## src/rtl/alu_arbiter_pkg.sv

```systemverilog
// Shared constants for the ALU arbiter: select codes, FSM encoding, operand width.
// No logic; types and localparams only.
// No flow control.
package alu_arbiter_pkg;

    localparam int OP_W = 32;

    localparam logic [2:0] ALU_ADD = 3'b000;
    localparam logic [2:0] ALU_SUB = 3'b001;
    localparam logic [2:0] ALU_AND = 3'b010;
    localparam logic [2:0] ALU_OR  = 3'b011;
    localparam logic [2:0] ALU_XOR = 3'b100;

    typedef enum logic [1:0] {
        IDLE = 2'd0,
        EXEC = 2'd1,
        RESP = 2'd2
    } state_t;

endpackage

```

## src/rtl/alu_arbiter_rr_arbiter.sv

```systemverilog
// Round-robin picker: first asserted req at or above ptr, wrapping at N-1 -> 0.
// Latency: purely combinational.
// Backpressure: none; the caller decides when a grant is consumed.
module rr_arbiter #(
    parameter int N     = 2,
    parameter int IDX_W = 1
) (
    input  logic [N-1:0]     req,
    input  logic [IDX_W-1:0] ptr,
    output logic [N-1:0]     gnt,
    output logic [IDX_W-1:0] gnt_idx,
    output logic             any_gnt
);

    localparam logic [IDX_W:0] N_W = (IDX_W+1)'(N);

    // One extra bit so ptr + offset never overflows before the modulo fold.
    logic [IDX_W:0] cand;

    always_comb begin
        gnt     = '0;
        gnt_idx = '0;
        any_gnt = 1'b0;
        cand    = '0;
        for (int i = 0; i < N; i++) begin
            cand = {1'b0, ptr} + (IDX_W+1)'(i);
            if (cand >= N_W) begin
                cand = cand - N_W;
            end
            if (!any_gnt && req[cand[IDX_W-1:0]]) begin
                any_gnt                 = 1'b1;
                gnt[cand[IDX_W-1:0]]    = 1'b1;
                gnt_idx                 = cand[IDX_W-1:0];
            end
        end
    end

endmodule

```

## src/rtl/alu_arbiter.sv

```systemverilog
// Shares one external ALU between NUM_REQ requesters with round-robin grant.
// Latency: grant cycle -> EXEC -> rsp_valid two clocks after the grant cycle begins.
// Backpressure: response held until rsp_ready; no new grant until the response is taken.
module alu_arbiter
    import alu_arbiter_pkg::*;
#(
    parameter int NUM_REQ = 2,
    parameter int ID_W    = 1
) (
    input  logic                    clk,
    input  logic                    rst_n,
    input  logic [NUM_REQ-1:0]      req_valid,
    output logic [NUM_REQ-1:0]      req_ready,
    input  logic [32*NUM_REQ-1:0]   req_a,
    input  logic [32*NUM_REQ-1:0]   req_b,
    input  logic [3*NUM_REQ-1:0]    req_sel,
    output logic [31:0]             alu_a,
    output logic [31:0]             alu_b,
    output logic [2:0]              alu_sel,
    input  logic [31:0]             alu_out,
    input  logic                    alu_zero,
    output logic                    rsp_valid,
    input  logic                    rsp_ready,
    output logic [ID_W-1:0]         rsp_id,
    output logic [31:0]             rsp_result,
    output logic                    rsp_zero,
    output logic                    busy
);

    localparam logic [ID_W:0] NUM_W = (ID_W+1)'(NUM_REQ);

    state_t          state, state_nxt;
    logic [ID_W-1:0] rr_ptr;
    logic [ID_W-1:0] pend_id;
    logic [ID_W-1:0] gnt_idx;
    logic [NUM_REQ-1:0] gnt;
    logic            any_gnt;
    logic            grant_fire;
    logic [ID_W:0]   ptr_inc;
    logic [ID_W-1:0] ptr_nxt;

    logic [OP_W-1:0] a_arr   [NUM_REQ];
    logic [OP_W-1:0] b_arr   [NUM_REQ];
    logic [2:0]      sel_arr [NUM_REQ];

    for (genvar i = 0; i < NUM_REQ; i++) begin : g_unpack
        assign a_arr[i]   = req_a[OP_W*i +: OP_W];
        assign b_arr[i]   = req_b[OP_W*i +: OP_W];
        assign sel_arr[i] = req_sel[3*i +: 3];
    end

    rr_arbiter #(
        .N     (NUM_REQ),
        .IDX_W (ID_W)
    ) u_rr (
        .req     (req_valid),
        .ptr     (rr_ptr),
        .gnt     (gnt),
        .gnt_idx (gnt_idx),
        .any_gnt (any_gnt)
    );

    assign grant_fire = (state == IDLE) && any_gnt;
    // Gated by rst_n so no requester sees an accept while reset is held.
    assign req_ready  = ((state == IDLE) && rst_n) ? gnt : '0;
    assign busy       = (state != IDLE);

    assign ptr_inc = {1'b0, gnt_idx} + (ID_W+1)'(1);
    assign ptr_nxt = (ptr_inc == NUM_W) ? '0 : ptr_inc[ID_W-1:0];

    always_ff @(posedge clk or negedge rst_n) begin
        if (!rst_n) begin
            state <= IDLE;
        end else begin
            state <= state_nxt;
        end
    end

    always_comb begin
        state_nxt = state;
        unique case (state)
            IDLE:    if (any_gnt) state_nxt = EXEC;
            EXEC:    state_nxt = RESP;
            RESP:    if (rsp_ready) state_nxt = IDLE;
            default: state_nxt = IDLE;
        endcase
    end

    always_ff @(posedge clk or negedge rst_n) begin
        if (!rst_n) begin
            rr_ptr     <= '0;
            pend_id    <= '0;
            alu_a      <= '0;
            alu_b      <= '0;
            alu_sel    <= '0;
            rsp_valid  <= 1'b0;
            rsp_id     <= '0;
            rsp_result <= '0;
            rsp_zero   <= 1'b0;
        end else begin
            if (grant_fire) begin
                alu_a   <= a_arr[gnt_idx];
                alu_b   <= b_arr[gnt_idx];
                alu_sel <= sel_arr[gnt_idx];
                pend_id <= gnt_idx;
                rr_ptr  <= ptr_nxt;
            end
            if (state == EXEC) begin
                rsp_result <= alu_out;
                rsp_zero   <= alu_zero;
                rsp_id     <= pend_id;
                rsp_valid  <= 1'b1;
            end else if ((state == RESP) && rsp_ready) begin
                rsp_valid <= 1'b0;
            end
        end
    end

endmodule
```

## config.mk

```make
export PLATFORM = sky130hd
export DESIGN_NAME = alu_arbiter
export DESIGN_NICKNAME = d
export VERILOG_FILES = /design/src/rtl/alu_arbiter_pkg.sv /design/src/rtl/alu_arbiter_rr_arbiter.sv /design/src/rtl/alu_arbiter.sv
export SDC_FILE = /design/constraint.sdc
export NUM_CORES = 1
export LEC_CHECK = 0
export ABC_CLOCK_PERIOD_IN_PS = 4500
export BUFFER_PORTS_ARGS = -buffer_cell sky130_fd_sc_hd__buf_2
export CAP_MARGIN = 20
export CORE_MARGIN = 8
export CORE_UTILIZATION = 30
export DETAILED_ROUTE_END_ITERATION = 10
export GPL_TIMING_DRIVEN = 0
export MAX_ROUTING_LAYER = met4
export PLACE_DENSITY = 0.59
export SKIP_LAST_GASP = 1
export SYNTH_ARGS = -nofsm -noshare
export SYNTH_HDL_FRONTEND = slang
export SYNTH_SLANG_ARGS = --single-unit
```

## constraint.sdc

```tcl
create_clock -name clk -period 4.5 [get_ports clk]
set_clock_uncertainty 0.2 [all_clocks]
set_input_delay 0.675 -clock clk [delete_from_list [all_inputs] [get_ports clk]]
set_output_delay 0.675 -clock clk [all_outputs]
set_load 0.05 [all_outputs]
```

==> impl_metrics.tcl <==
set metrics [dict create \
    status "completed" \
    clk_latency_ns 0.34 \
    io_pins 277 \
    synthTopCellsByArea "dfrtp_1 59%, a221o_1 15%, o21a_1 11%" \
    syn-cell-area_sq_mm 0.00449 \
    synth_cells 329 \
    clkPwrFrac_pct 14.6 \
    nets 789 \
    final.min_clock_period_ns 3.03 \
    antenna_found_initial 1 \
    area_delta_synth_final_pct 44.3 \
    mostFrequentLayoutCells "283 x buf_2, 106 x dfrtp_1, 67 x o21a_1, 67 x a221o_1, 34 x mux2_2" \
    critPathRequiredTime_ns 3.62 \
    gp_congestion 0.812 \
    fp.dieH_um 138 \
    synth-warning-count 0 \
    dp_hpwl_um 12400 \
    combPwrFrac_pct 58.1 \
    irDropWorstVdd_uv 474 \
    rsz0062_at_grt "no" \
    drc 0 \
    cts_buffer_depth 2 \
    drt-pass1-iter-count 4 \
    post_cts_resized 0 \
    tns_ns 0 \
    root_buffer "clkbuf_16" \
    grt_pass1_vias 4658 \
    fmax_mhz 330 \
    slew_viol_final 0 \
    synth_top_area_share_pct 59.1 \
    startpoint_type "flip-flop" \
    synth.distinct_cells 19 \
    reg2reg_depth 6 \
    die_w_um 138 \
    synth_nets 501 \
    hold_viol 0 \
    p_seq_share_pct 27.4 \
    overflow 0 \
    cap_violations 0 \
    worst_slew_pin_slew_ns 0.657 \
    setup_violations 0 \
    power.total_w 0.00619 \
    initial_core_util_pct 30.8 \
    setup_ws_ns 1.47 \
    final_antenna_net_count 0 \
    routed_wl_um 15900 \
    r2r_setup_slack_ns 2.61 \
    ys_ff_latch 106 \
    path_max_fanout 10 \
    reg2reg_to "alu_b[9]" \
    grt_max_degree 60 \
    yosys.area.top_type "dfrtp_1" \
    drt_iter0_drc 143 \
    grt_use_total_pct 16.8 \
    path_clk_slew_ns 0.07 \
    layout_commonest_cell "buf_2" \
    core_region_area_sq_mm 0.0146 \
    switching_power_w 0.00312 \
    drive_gt1_share_pct 54.8 \
    netSwitchingFraction_pct 50.3 \
    dp_slack_ns 1.58 \
    hp-class "input pin to async pin" \
    max_slew_margin_pct 56.2 \
    post-cts-setup-buffers 0 \
    cts_tree "built" \
    syn-mean-instance-area_sq_um 13.6 \
    r2r_start "rr_ptr" \
    hold_ws_ns 0.155 \
    rows 44 \
    grt_pass1_wl_um 25200 \
    viasPerCell 5.01 \
    finalCritPeriodShare_pct 67.3 \
    powerDensity_mw_per_mm2 957 \
    leakagePower_nw 3.25 \
    critical_path_class "flip-flop to primary output" \
    ys_seq_area_share_pct 59.1 \
    cts.sinks 106 \
    worstSetupEndpointType "primary output" \
    die_area_sq_mm 0.0191 \
    cts_buffers 9 \
    htree_levels 3 \
    intPower_w 0.00308 \
    vias 4036 \
    avgRoutedWirePerCell_um 19.7 \
    port_buffers 276 \
    cts_hold_buf 0 \
    arrival_ns 2.15 \
]
## power groups by stage
stage / registers (W) / clock network (W) / logic [W]
after floorplan: 0.00326 / 0 / 0.00113
after global placement: 0.00169 / 0 / 0.00360
after detailed placement: 0.00170 / 0 / 0.00364
after CTS: 0.00170 / 0.000940 / 0.00365
after global routing: 0.00175 / 0.000979 / 0.00380
final: 0.00169 / 0.000904 / 0.00360
## critical path, cell delays in order, from the launching register on
cell	delay, ns
dfrtp_1	0.42
nor2_2	0.17
and3_1	0.16
buf_2	0.20
buf_2	0.26
buf_6	0.19
and2_1	0.13
buf_2	0.26
## registers in the layout, indices dropped and copies added, names as in the netlist
register	flops
alu_a	32
alu_b	32
alu_sel	3
pend_id	1
rr_ptr	1
rsp_id	1
rsp_result	32
rsp_valid	1
rsp_zero	1
state	2
## stage by stage
step                      util, %  instance area (sq um)  cells
after global placement       41.8                   6100    789
final                        44.4                   6470    806
after global routing         44.4                   6470    806
after detailed placement     42.0                   6130    790
after floorplan                 -                   4490    329
after CTS                    44.3                   6470    805
## synthesized netlist by cell type (all sizes together)
master and count:
inv 2, a21o 1, a21oi 1, and2 2
o21a 67, nor2 5, o21ai 3, and3 2
nor2b 1, nand2b 3, dfrtp 106, mux2 34
a221o 67, nand2 1, buf 12, clkbuf 22
## cell families (layout without fill, tap and decap cells)
kind of cell	after synthesis	count (layout)	synth area share [%]
buf+inv	36	328	3.90
simple gates	14	14	1.67
other cells	0	1	0
flops	106	106	59.1
compound gates	139	139	26.8
mux	34	34	8.53
## layout make-up
cell class	count	area, sq um
buffer	34	168
inverter	2	7.51
timing repair buffer	277	1410
clock buffer	10	239
antenna	1	2.50
multi-input combinational	187	1660
fill	1399	8120
clock inverter	5	103
tap	184	230
sequential	106	2650
## how the worst max path moves through the flow
stage,from,to,slack [ns],cells past startpoint
6_report,state[1],req_ready[1],1.47,7
5_1_grt,state[0],req_ready[1],1.29,7
4_1_cts,state[1],req_ready[1],1.42,7
3_5_place_dp,req_valid[0],req_ready[1],1.58,8
3_3_place_gp,rst_n,req_ready[0],0.47,3
2_1_floorplan,req_valid[0],req_ready[1],1.90,6
## per-layer routing
layer | vias to the layer above | share of wire [%] | GRT usage (%)
met5 | - | 0 | -
met4 | 0 | 1.7 | 5.43
met3 | 22 | 7.2 | 5.27
met2 | 201 | 50 | 27.5
met1 | 1953 | 41 | 19.2
li1 | 1860 | - | -
No activity file was read; power rests on OpenSTA's default activity.
